===== config.mk =====
export PLATFORM = sky130hd
export DESIGN_NAME = fetch_prefetch_unit
export DESIGN_NICKNAME = d
export VERILOG_FILES = /design/src/rtl/fetch_prefetch_unit.sv
export SDC_FILE = /design/constraint.sdc
export NUM_CORES = 1
export LEC_CHECK = 0
export ABC_AREA = 1
export ABC_CLOCK_PERIOD_IN_PS = 12500
export BUFFER_PORTS_ARGS = -buffer_cell sky130_fd_sc_hd__clkbuf_2
export CAP_MARGIN = 0
export CORE_MARGIN = 2
export CORE_UTILIZATION = 55
export CTS_BUF_LIST = sky130_fd_sc_hd__clkbuf_4
export DETAILED_ROUTE_END_ITERATION = 8
export PLACE_DENSITY_LB_ADDON = 0.2
export SETUP_SLACK_MARGIN = 0.02
export SLEW_MARGIN = 20
export SYNTH_ARGS = -nofsm -noshare
export SYNTH_HDL_FRONTEND = slang
export SYNTH_SLANG_ARGS = --single-unit

===== constraint.sdc =====
create_clock -name clk -period 12.5 [get_ports clk]
set_input_delay 1.875 -clock clk [delete_from_list [all_inputs] [get_ports clk]]
set_output_delay 1.875 -clock clk [all_outputs]
set_load 0.01 [all_outputs]

===== src/rtl/fetch_prefetch_unit.sv =====
// Sequential instruction prefetcher: reserves a FIFO slot per word read, buffers {instr, pc}, flushes on redirect.
// Optional performance counters are built when FETCH_PERF_CNT_EN is defined.

`ifndef RISCV_ADDR_WIDTH
`define RISCV_ADDR_WIDTH 32
`endif
`ifndef RISCV_WORD_WIDTH
`define RISCV_WORD_WIDTH 32
`endif

module fetch_prefetch_unit #(
  parameter int unsigned DEPTH = 4,
  parameter int unsigned ADDR_WIDTH = `RISCV_ADDR_WIDTH,
  parameter logic [ADDR_WIDTH-1:0] RESET_PC = '0
) (
  input  logic                         clk,
  input  logic                         rst_n,
  output logic                         fetch_valid_o,
  output logic [ADDR_WIDTH-1:0]        fetch_addr_o,
  input  logic                         fetch_ready_i,
  input  logic [`RISCV_WORD_WIDTH-1:0] fetch_rdata_i,
  output logic                         instr_valid_o,
  input  logic                         instr_ready_i,
  output logic [`RISCV_WORD_WIDTH-1:0] instr_o,
  output logic [ADDR_WIDTH-1:0]        instr_pc_o,
`ifdef FETCH_PERF_CNT_EN
  output logic [31:0]                  perf_fetch_cnt_o,
  output logic [31:0]                  perf_stall_cnt_o,
`endif
  input  logic                         redirect_i,
  input  logic [ADDR_WIDTH-1:0]        redirect_pc_i
);

  localparam int unsigned WW = `RISCV_WORD_WIDTH;
  localparam int unsigned PW = $clog2(DEPTH);
  localparam int unsigned CW = PW + 1;

  logic                  r_fetch_valid;
  logic [ADDR_WIDTH-1:0] r_pc;
  logic                  r_out;
  logic                  r_stale;
  logic [ADDR_WIDTH-1:0] r_out_pc;
  logic [PW-1:0]         r_wr_ptr;
  logic [PW-1:0]         r_rd_ptr;
  logic [CW-1:0]         r_count;
  logic [WW-1:0]         r_mem_data [DEPTH];
  logic [ADDR_WIDTH-1:0] r_mem_pc   [DEPTH];

  logic                  w_push;
  logic                  w_pop;
  logic [CW-1:0]         w_count_next;
  logic                  w_fetch_valid_next;
  logic [ADDR_WIDTH-1:0] w_pc_next;
  logic [ADDR_WIDTH-1:0] w_redirect_pc;

  assign w_redirect_pc = redirect_pc_i & ~ADDR_WIDTH'(3);
  assign w_push = fetch_ready_i & r_out & ~r_stale & ~redirect_i;
  assign w_pop  = (r_count != '0) & instr_ready_i & ~redirect_i;

  // Occupancy after this edge; the reservation for next cycle is simply this edge's issue.
  always_comb begin
    w_count_next = r_count;
    if (redirect_i) begin
      w_count_next = '0;
    end else if (w_push && !w_pop) begin
      w_count_next = r_count + CW'(1);
    end else if (!w_push && w_pop) begin
      w_count_next = r_count - CW'(1);
    end
  end

  always_comb begin
    w_fetch_valid_next = !redirect_i && ((w_count_next + CW'(r_fetch_valid)) < CW'(DEPTH));
    w_pc_next = r_pc;
    if (redirect_i) begin
      w_pc_next = w_redirect_pc;
    end else if (r_fetch_valid) begin
      w_pc_next = r_pc + ADDR_WIDTH'(4);
    end
  end

  always_ff @(posedge clk) begin
    if (!rst_n) begin
      r_fetch_valid <= 1'b0;
      r_pc          <= RESET_PC;
      r_out         <= 1'b0;
      r_stale       <= 1'b0;
      r_out_pc      <= RESET_PC;
      r_wr_ptr      <= '0;
      r_rd_ptr      <= '0;
      r_count       <= '0;
    end else begin
      r_fetch_valid <= w_fetch_valid_next;
      r_pc          <= w_pc_next;
      r_out         <= r_fetch_valid;
      r_stale       <= r_fetch_valid & redirect_i;
      r_count       <= w_count_next;
      if (r_fetch_valid) begin
        r_out_pc <= r_pc;
      end
      if (redirect_i) begin
        r_wr_ptr <= '0;
        r_rd_ptr <= '0;
      end else begin
        if (w_push) r_wr_ptr <= r_wr_ptr + PW'(1);
        if (w_pop)  r_rd_ptr <= r_rd_ptr + PW'(1);
      end
    end
  end

  // Storage needs no reset: occupancy gates visibility.
  always_ff @(posedge clk) begin
    if (w_push && rst_n) begin
      r_mem_data[r_wr_ptr] <= fetch_rdata_i;
      r_mem_pc[r_wr_ptr]   <= r_out_pc;
    end
  end

  assign fetch_valid_o = r_fetch_valid;
  assign fetch_addr_o  = r_pc;
  assign instr_valid_o = (r_count != '0);
  assign instr_o       = r_mem_data[r_rd_ptr];
  assign instr_pc_o    = r_mem_pc[r_rd_ptr];

`ifdef FETCH_PERF_CNT_EN
  logic [31:0] r_perf_fetch_cnt;
  logic [31:0] r_perf_stall_cnt;

  always_ff @(posedge clk) begin
    if (!rst_n) begin
      r_perf_fetch_cnt <= '0;
      r_perf_stall_cnt <= '0;
    end else begin
      if (w_push)          r_perf_fetch_cnt <= r_perf_fetch_cnt + 32'd1;
      if (r_count == '0)   r_perf_stall_cnt <= r_perf_stall_cnt + 32'd1;
    end
  end

  assign perf_fetch_cnt_o = r_perf_fetch_cnt;
  assign perf_stall_cnt_o = r_perf_stall_cnt;
`endif

endmodule


# Word-level counts from Yosys, hierarchy flattened

Memories as Yosys holds them, arrays and structs flattened. A register that Yosys moved wholly into a read port is not among the register bits.
Cells that the tools add are included.
W data, S select, Z words.

Flip-flop bits (word level): 74
Memory bits (writable): 256
Input port bits: 69
Output and inout bits: 98
Logic and storage cells: 48
Memories: 2

Memory list:

| memory     | depth | width | rd ports | clocked after Yosys merged registers in | write ports | line | text |
|---|---|---|---|---|---|---|---|
| r_mem_data | 4     | 32    | 1        | 1                                       | 1           | 46   | `logic [WW-1:0] r_mem_data [DEPTH];` |
| r_mem_pc   | 4     | 32    | 1        | 1                                       | 1           | 47   | `logic [ADDR_WIDTH-1:0] r_mem_pc [DEPTH];` |

Add/sub/neg operators: 6
Magnitude comparators: 1
Multiplexer cells: 11
Bitwise logic cells: 9
Reduce and logical (&&, ||, !) cells: 10

Operators by type and width:

| kind                    | number |
|---|---|
| $mux W32                | 2 |
| $add A32 B3 Y32 const B | 1 |
| $mux W3                 | 3 |
| $mux W2                 | 4 |
| $and A1 B1 Y1           | 6 |
| $add A2 B1 Y2 const B   | 2 |
| $logic_and A1 B1 Y1     | 4 |
| $add A3 B1 Y3           | 1 |
| $add A3 B1 Y3 const B   | 1 |
| $logic_not A1 Y1        | 3 |
| $lt A3 B3 Y1 const B    | 1 |
| $not A1 Y1              | 3 |
| $reduce_bool A3 Y1      | 1 |
| $sub A3 B1 Y3 const B   | 1 |
| $mux W1                 | 2 |
| $reduce_bool A2 Y1      | 1 |
| $reduce_or A2 Y1        | 1 |

# Longest topological paths before layout

Gate-level depths: netlist of the first run.

Depth after elaboration: 11
Mapped depth: 12

# Worst setup path before layout of the first run

No wires, ideal clock.

Path type: input -> register
From: in redirect_i
To: mem r_mem_data[0][0] (netlist name) (enable)
Data arrival time: 4.888 ns
Data required time: 12.018 ns
Slack: 7.130 ns
Cell stages on the path: 5
Buffers on the path: 0
Cells stage by stage: inv_2 nand2_1 nor2_1 nand2_1 nor2_1

Cells in the longest elaborated chain, start to end: 5

RTL lines:

| what                          | line | text |
|---|---|---|
| start: declaration            | 30   | `input logic redirect_i,` |
| $not A1 Y1                    | 57   | `assign w_push = fetch_ready_i & r_out & ~r_stale & ~redirect_i;` |
| $and A1 B1 Y1                 | 57   |  |
| $logic_and A1 B1 Y1           | 113  | `if (w_push && rst_n) begin` |
| $mux W1                       | 113  |  |
| $mux W1 (not written as such) | 114  | `r_mem_data[r_wr_ptr] <= fetch_rdata_i;` |
| end: declaration              | 46   |  |

No other way between the ends.

==> summary.txt, run 1 <==
Placed design
  – HPWL Detailed: 16,160 um
  – Placed insts: 1,505
  – Final GP Congestion: 0.8856
  – IO Port Bufs: 160

CTS
  – Clock tree from TritonCTS: built
  – CTS sink cnt: 320
  – # resized after CTS: 0
  – Clock buffer depth: 3
  – Worst-path clk slew: 0.07 ns
  – H-tree levels: 3
  – Postcts setup bufs: 0
  – Clock Latency Late Sink: 0.66 ns
  – Total CTS buffers: 79
  – Hold-fix buffers, CTS: 0
  – Root Driver: clkbuf_4

Critical path
  – Worst Setup Start Kind: register
  – CP required: 10.62 ns
  – Crit path DAT: 3.33 ns
  – Cell depth of the worst flop-to-flop path: 6
  – Critical-path maximum fanout: 72
  – R2R Path End: r_mem_pc[1][28]
  – Crit Path Category: reg2out
  – Worst setup EP type: output port
  – Reg2Reg Setup Slack: 10.27 ns
  – Reg-to-reg critical path startpoint: r_stale

STA
  – Final Hold Viols: 0
  – Slew @ Worst Pin: 1.088 ns
  – Setup repair after global routing missed its margin: no
  – Post-layout min period: 5.204 ns
  – Final setup fails: 0
  – Fin Setup TNS: 0 ns
  – Final worst clock skew: 0.03519 ns
  – Final period util: 41.63%
  – Fin. max-slew vios: 0
  – Rel. slew slack: 27.41%
  – Fmax: 192.2 MHz

Final layout
  – Nets@finish: 1,378
  – Most common cell after layout, fill and taps aside: edfxtp_1
  – Area grow syn2layout: 16.04%
  – Share of layout cells above drive strength 1: 24.45%
  – Fin util: 65.15%
  – Most frequent cells in the layout: 248 x edfxtp_1, 169 x nor2_1, 167 x o21ai_0
  – Layout Cells excl Fill: 1,644

Logic synthesis
  – Yosys cell types: 37
  – Warnings from Yosys: 0
  – Syn Std Cell Area: 12,750 sq um
  – Synth Instances: 1,113
  – #FFs+latches synth: 320
  – Register area share after synthesis: 69.72%
  – Syn avg cell area: 11.46 sq um

Routing
  – Post-route antenna net violation count: 0
  – Final wirelength: 27,530 um
  – 1st-iter DRT viols: 666
  – Vias: 9,019
  – Drt pass-1 iters: 5
  – DR vias/cell: 5.486
  – DR DRC count: 0
  – Routed len/inst: 16.75 um

GRT
  – Gr ovfl total: 0
  – Vias in the first global route: 8,728
  – Total Routing Usage GR: 22.66%
  – Initial antenna violation count: 1
  – First-pass GRT wire length: 43,330 um
  – Largest net degree at the start of global routing: 73

Power
  – Reg power frac: 55.3%
  – Max VDD drop: 0.05899 mV
  – Combinational share of power: 3.3%
  – Sw frac: 21.29%
  – P_sw: 0.0004542 W
  – Clock share of power: 41.4%
  – Leak: 5.561 nW
  – Int Power: 0.001679 W
  – Power per cell area: 144.2 nW/um^2

Floorplanning
  – Die height: 156.3 um
  – Core area: 22,710 sq um
  – Starting Density: 56.14%
  – # rows: 55
  – Die area: 24,420 sq um
  – Chip width: 156.3 um
  – # IOs: 167

Min path
  – Worst hold path type: reg2reg
  – Hold path startpoint: r_rd_ptr[1]
  – WHS Path Cells: 1

Status
  – Outcome: completed

Run
  – Max Cap Viol: 0
[synthesized netlist by cell type, drive strengths merged]
| library cell | n | share of area, % |
|---|---|---|
| nand2 | 101 | 3.1 |
| nand3b | 1 | 0.059 |
| xnor2 | 3 | 0.21 |
| ha | 8 | 0.79 |
| conb | 1 | 0.029 |
| nand3 | 31 | 1.3 |
| dfxtp | 72 | 11 |
| o211ai | 1 | 0.059 |
| buf | 23 | 0.97 |
| nor3 | 11 | 0.51 |
| a31oi | 10 | 0.49 |
| a22oi | 16 | 0.94 |
| inv | 59 | 1.7 |
| edfxtp | 248 | 58 |
| clkbuf | 42 | 1.2 |
| o22ai | 62 | 3.0 |
| a211oi | 2 | 0.12 |
| or2 | 1 | 0.049 |
| clkinv | 1 | 0.029 |
| nor2 | 184 | 5.8 |
| xor2 | 9 | 0.62 |
| a21oi | 48 | 2.0 |
| o21a | 1 | 0.059 |
| nand4 | 7 | 0.34 |
| o21ai | 171 | 6.8 |
[logic make-up after synthesis]
| family | share of synthesized area (%) |
|---|---|
| buffers and inverters | 3.974 |
| other | 0.02941 |
| AOI/OAI and AO/OA | 13.45 |
| xor gates and xnor gates | 0.8244 |
| adders and majority gates | 0.7851 |
| and+or+nand+nor | 11.22 |
| DFF | 69.72 |
[metrics by stage]
step,setup slack (ns),total power (W),cell area (sq um),hold slack [ns]
CTS,7.148,0.002157,14790,0.4947
global placement,7.961,0.001270,13740,0.4748
detailed placement,7.862,0.001272,13740,0.4865
finish,7.296,0.002134,14790,0.4911
floorplan,7.130,0.001237,12760,0.4548
global route,6.884,0.002224,14790,0.5101
[per-layer routing]
| layer | GRT usage [%] | share of wire (%) | up-vias | wire, um |
|---|---|---|---|---|
| li1 | - | - | 4405 | - |
| met5 | 0 | 0 | - | 0 |
| met4 | 10.00 | 2.3 | 0 | 633 |
| met2 | 36.61 | 47 | 344 | 13030 |
| met1 | 29.67 | 43 | 4228 | 11750 |
| met3 | 5.040 | 7.7 | 42 | 2121 |
[power by group through the flow]
| stage | registers, W | clock network, W | logic (W) |
|---|---|---|---|
| finish | 0.00118 | 0.000883 | 0.0000695 |
| global route | 0.00118 | 0.000964 | 0.0000774 |
| CTS | 0.00118 | 0.000908 | 0.0000697 |
| global placement | 0.00120 | 0 | 0.0000674 |
| detailed placement | 0.00120 | 0 | 0.0000689 |
| floorplan | 0.00120 | 0 | 0.0000389 |
[layout make-up]
cell class                      count  area [sq um]
Multi-Input combinational cell    671          3396
Clock buffer                      111         833.3
Inverter                           60         226.5
Clock inverter                     27         216.5
Tap cell                          285         356.6
Timing Repair Buffer              169         868.3
Sequential cell                   320          8895
Antenna cell                        1         2.502
Fill cell                        1777          7915
[worst max-delay path by stage]
stage | start | cells after the start | endpoint
after CTS | register | 5 | instr_pc_o[21]
after global routing | register | 5 | instr_pc_o[21]
after floorplan | redirect_i | 5 | r_mem_data[0][0]
final | register | 5 | instr_pc_o[28]
after detailed placement | register | 5 | instr_pc_o[21]
after global placement | redirect_i | 7 | r_mem_data[0][28]
[worst max-delay path, cell delays in order, from the launching register on]
cell and delay, ns:
dfxtp_4 0.75, clkinv_2 0.72, buf_4 0.59, o21ai_0 0.25
o22ai_1 0.16, clkbuf_2 0.16
[flip-flops by register name, indices dropped and copies added (netlist names), 2 cells and up, named ones only]
signal / flops
r_out_pc: 30
r_wr_ptr: 2
r_mem_data: 128
r_count: 3
r_rd_ptr: 2
r_mem_pc: 120
fetch_addr_o: 30
Power figures use the tool's default switching activity.
==> run 2: changes to the inputs <==
- ABC_CLOCK_PERIOD_IN_PS: 12500 -> 4250
- CORE_UTILIZATION: 55 -> 54
- clock period: 12.5 -> 4.25 ns (I/O delays scaled with it)
==> run 2 against run 1 <==
Against the previous run:
- register-to-register slack worse by 8.6 ns
- die area increased by 1.8%
- sequential cell count unchanged
- via count shrank 0.30%
- clock skew is 0.0054 ns lower
- clock power rose to 3.0 times the previous value
- critical path depth stayed put
- non-clock buffer count grew 3
- combinational power grew to 2.9 times the previous value
- wire length grew 0.25%
- first-iteration DRC count is 15% lower
==> summary.txt, run 2 (same netlist as run 1, synthesis figures left out) <==
STA
  – Setup repair after global routing missed its margin: no
  – Fin. max-slew vios: 0 (unchanged)
  – Slew @ Worst Pin: 1.059 ns (-0.02856 ns)
  – Final Hold Viols: 0 (unchanged)
  – Final setup fails: 0 (unchanged)
  – Post-layout min period: 3.553 ns
  – Fmax: 281.4 MHz
  – Final period util: 83.61%
  – Fin Setup TNS: 0 ns (unchanged)
  – Rel. slew slack: 29.31% (+1.9 points)
  – Final worst clock skew: 0.02981 ns (-0.005384 ns)

Routing
  – Final wirelength: 27,600 um (+0.25%)
  – Routed len/inst: 16.31 um (-2.6%)
  – Post-route antenna net violation count: 0 (unchanged)
  – Drt pass-1 iters: 5 (unchanged)
  – Vias: 8,992 (-0.30%)
  – DR DRC count: 0 (unchanged)
  – 1st-iter DRT viols: 565 (-15%)
  – DR vias/cell: 5.314 (-3.1%)

Placed design
  – IO Port Bufs: 160 (unchanged)
  – Final GP Congestion: 0.8754 (-1.2%)
  – HPWL Detailed: 16,110 um (-0.34%)
  – Placed insts: 1,542 (+2.5%)

Final layout
  – Biggest regs: r_mem_data: 128 flops, r_mem_pc: 120 flops
  – Layout fillers: 1,853 (+4.3%)
  – Most common cell after layout, fill and taps aside: edfxtp_1
  – Nets@finish: 1,385 (+0.51%)
  – Area grow syn2layout: 17.29%
  – Largest register FFs: 128 (unchanged)
  – Register Area: 8895 sq um (unchanged)
  – Biggest register: r_mem_data
  – Layout Cells excl Fill: 1,692 (+2.9%)
  – Share of layout cells above drive strength 1: 24.85% (+0.41 points)
  – Most frequent cells in the layout: 248 x edfxtp_1, 169 x nor2_1, 167 x o21ai_0
  – Multi-input gate area: 3401 sq um (+0.15%)

Power
  – Leak: 5.614 nW (+0.94%)
  – Power per cell area: 424.2 nW/um^2 (+190%)
  – Max VDD drop: 0.2076 mV (+250%)

CTS
  – CTS sink cnt: 320 (unchanged)
  – Root Driver: clkbuf_4
  – Clock Latency Late Sink: 0.66 ns (about the same)
  – Clock tree from TritonCTS: built
  – Clock buffer depth: 3 (unchanged)
  – Hold-fix buffers, CTS: 0 (unchanged)
  – H-tree levels: 3 (unchanged)
  – # resized after CTS: 0 (unchanged)
  – Postcts setup bufs: 0 (unchanged)
  – Worst-path clk slew: 0.07 ns (about the same)
  – Total CTS buffers: 83 (+5.1%)

Critical path
  – Worst setup EP type: output port
  – Crit Path Category: reg2out
  – CP required: 3.61 ns (-7.01 ns)
  – Critical-path maximum fanout: 63 (-13%)
  – Crit path DAT: 2.92 ns (-0.41 ns)
  – Worst Setup Start Kind: register

GRT
  – Gr ovfl total: 0 (unchanged)
  – Total Routing Usage GR: 22.20% (-0.46 points)
  – Largest net degree at the start of global routing: 76 (+4.1%)
  – Initial antenna violation count: 1 (unchanged)
  – First-pass GRT wire length: 42,720 um (-1.4%)
  – Vias in the first global route: 8,706 (-0.25%)

Min path
  – Worst hold path type: in2reg

Run
  – Max Cap Viol: 0 (unchanged)

Floorplanning
  – # IOs: 167 (unchanged)
  – Chip width: 157.7 um (+0.90%)
  – Starting Density: 54.64% (-1.5 points)
  – Die area: 24,860 sq um (+1.8%)
  – Die height: 157.7 um (+0.90%)
  – Core area: 23,330 sq um (+2.7%)
  – # rows: 56 (+1.8%)

Status
  – Outcome: completed
run 2: cell types whose count changed in the layout (fill, tap and decap cells not counted):
cell / delta
clkinv_2: -4
nor2_2: -1
buf_12: +3
bufinv_16: -1
nor2_4: +1
clkbuf_4: +10
clkinv_4: +1
clkinv_1: +5
run 2: where the power goes:
group	internal [W]	leakage [nW]	total (W)	switching [W]
Combinational	0.0000781	2.10	0.000205	0.000127
Clock	0.00149	0.647	0.00267	0.00118
Sequential	0.00341	2.87	0.00347	0.0000625
run 2: critical path: stages (launching register included):
cell	delay, ns
dfxtp_4	0.35
buf_4	0.46
buf_4	0.64
o21ai_0	0.20
o22ai_1	0.34
clkbuf_2	0.20
run 2: layout make-up:
cell class              instances  area share [%]
flip-flops and latches        320           59.48
multi-input cells             671           22.74
repair buffers                172           6.208
clock buffers                 121           6.074
well taps                     319           2.669
inverters                      60           1.514
clock inverters                28           1.297
diodes                          1         0.01673
run 2: final timing paths:
check / cells past startpoint / slack, ns / start / end
worst max-delay path: 5 / 0.70 / register / instr_pc_o[20]
worst min register to register: 0 / 0.50 / r_out_pc[27] / r_mem_pc[0][27]
worst min-delay path: 1 / 0.19 / fetch_rdata_i[21] / r_mem_data[3][21]
worst max register to register: 7 / 1.68 / fetch_valid_o / fetch_addr_o[20]
run 2: stage by stage:
stage / utilization, % / setup slack, ns / hold slack [ns] / cell area [sq um] / power, W
final: 64.09 / 0.6967 / 0.1858 / 14950 / 0.006344
after global routing: 64.09 / 0.5101 / 0.1268 / 14950 / 0.006617
after CTS: 64.06 / 0.6543 / 0.1247 / 14950 / 0.006416
after detailed placement: 59.34 / 1.187 / 0.4832 / 13840 / 0.003742
after global placement: 59.34 / 1.224 / 0.4708 / 13840 / 0.003737
after floorplan: - / 0.1177 / 0.4548 / 12760 / 0.003637
run 2: per-layer routing:
metal | GRT usage, % | share of wire [%] | wire length (um) | vias up
met1 | 28.03 | 44 | 12010 | 4212
met5 | 0 | 0 | 0 | -
met3 | 5.968 | 7.4 | 2029 | 41
li1 | - | - | - | 4430
met4 | 10.09 | 2.1 | 578 | 0
met2 | 36.00 | 47 | 12990 | 309
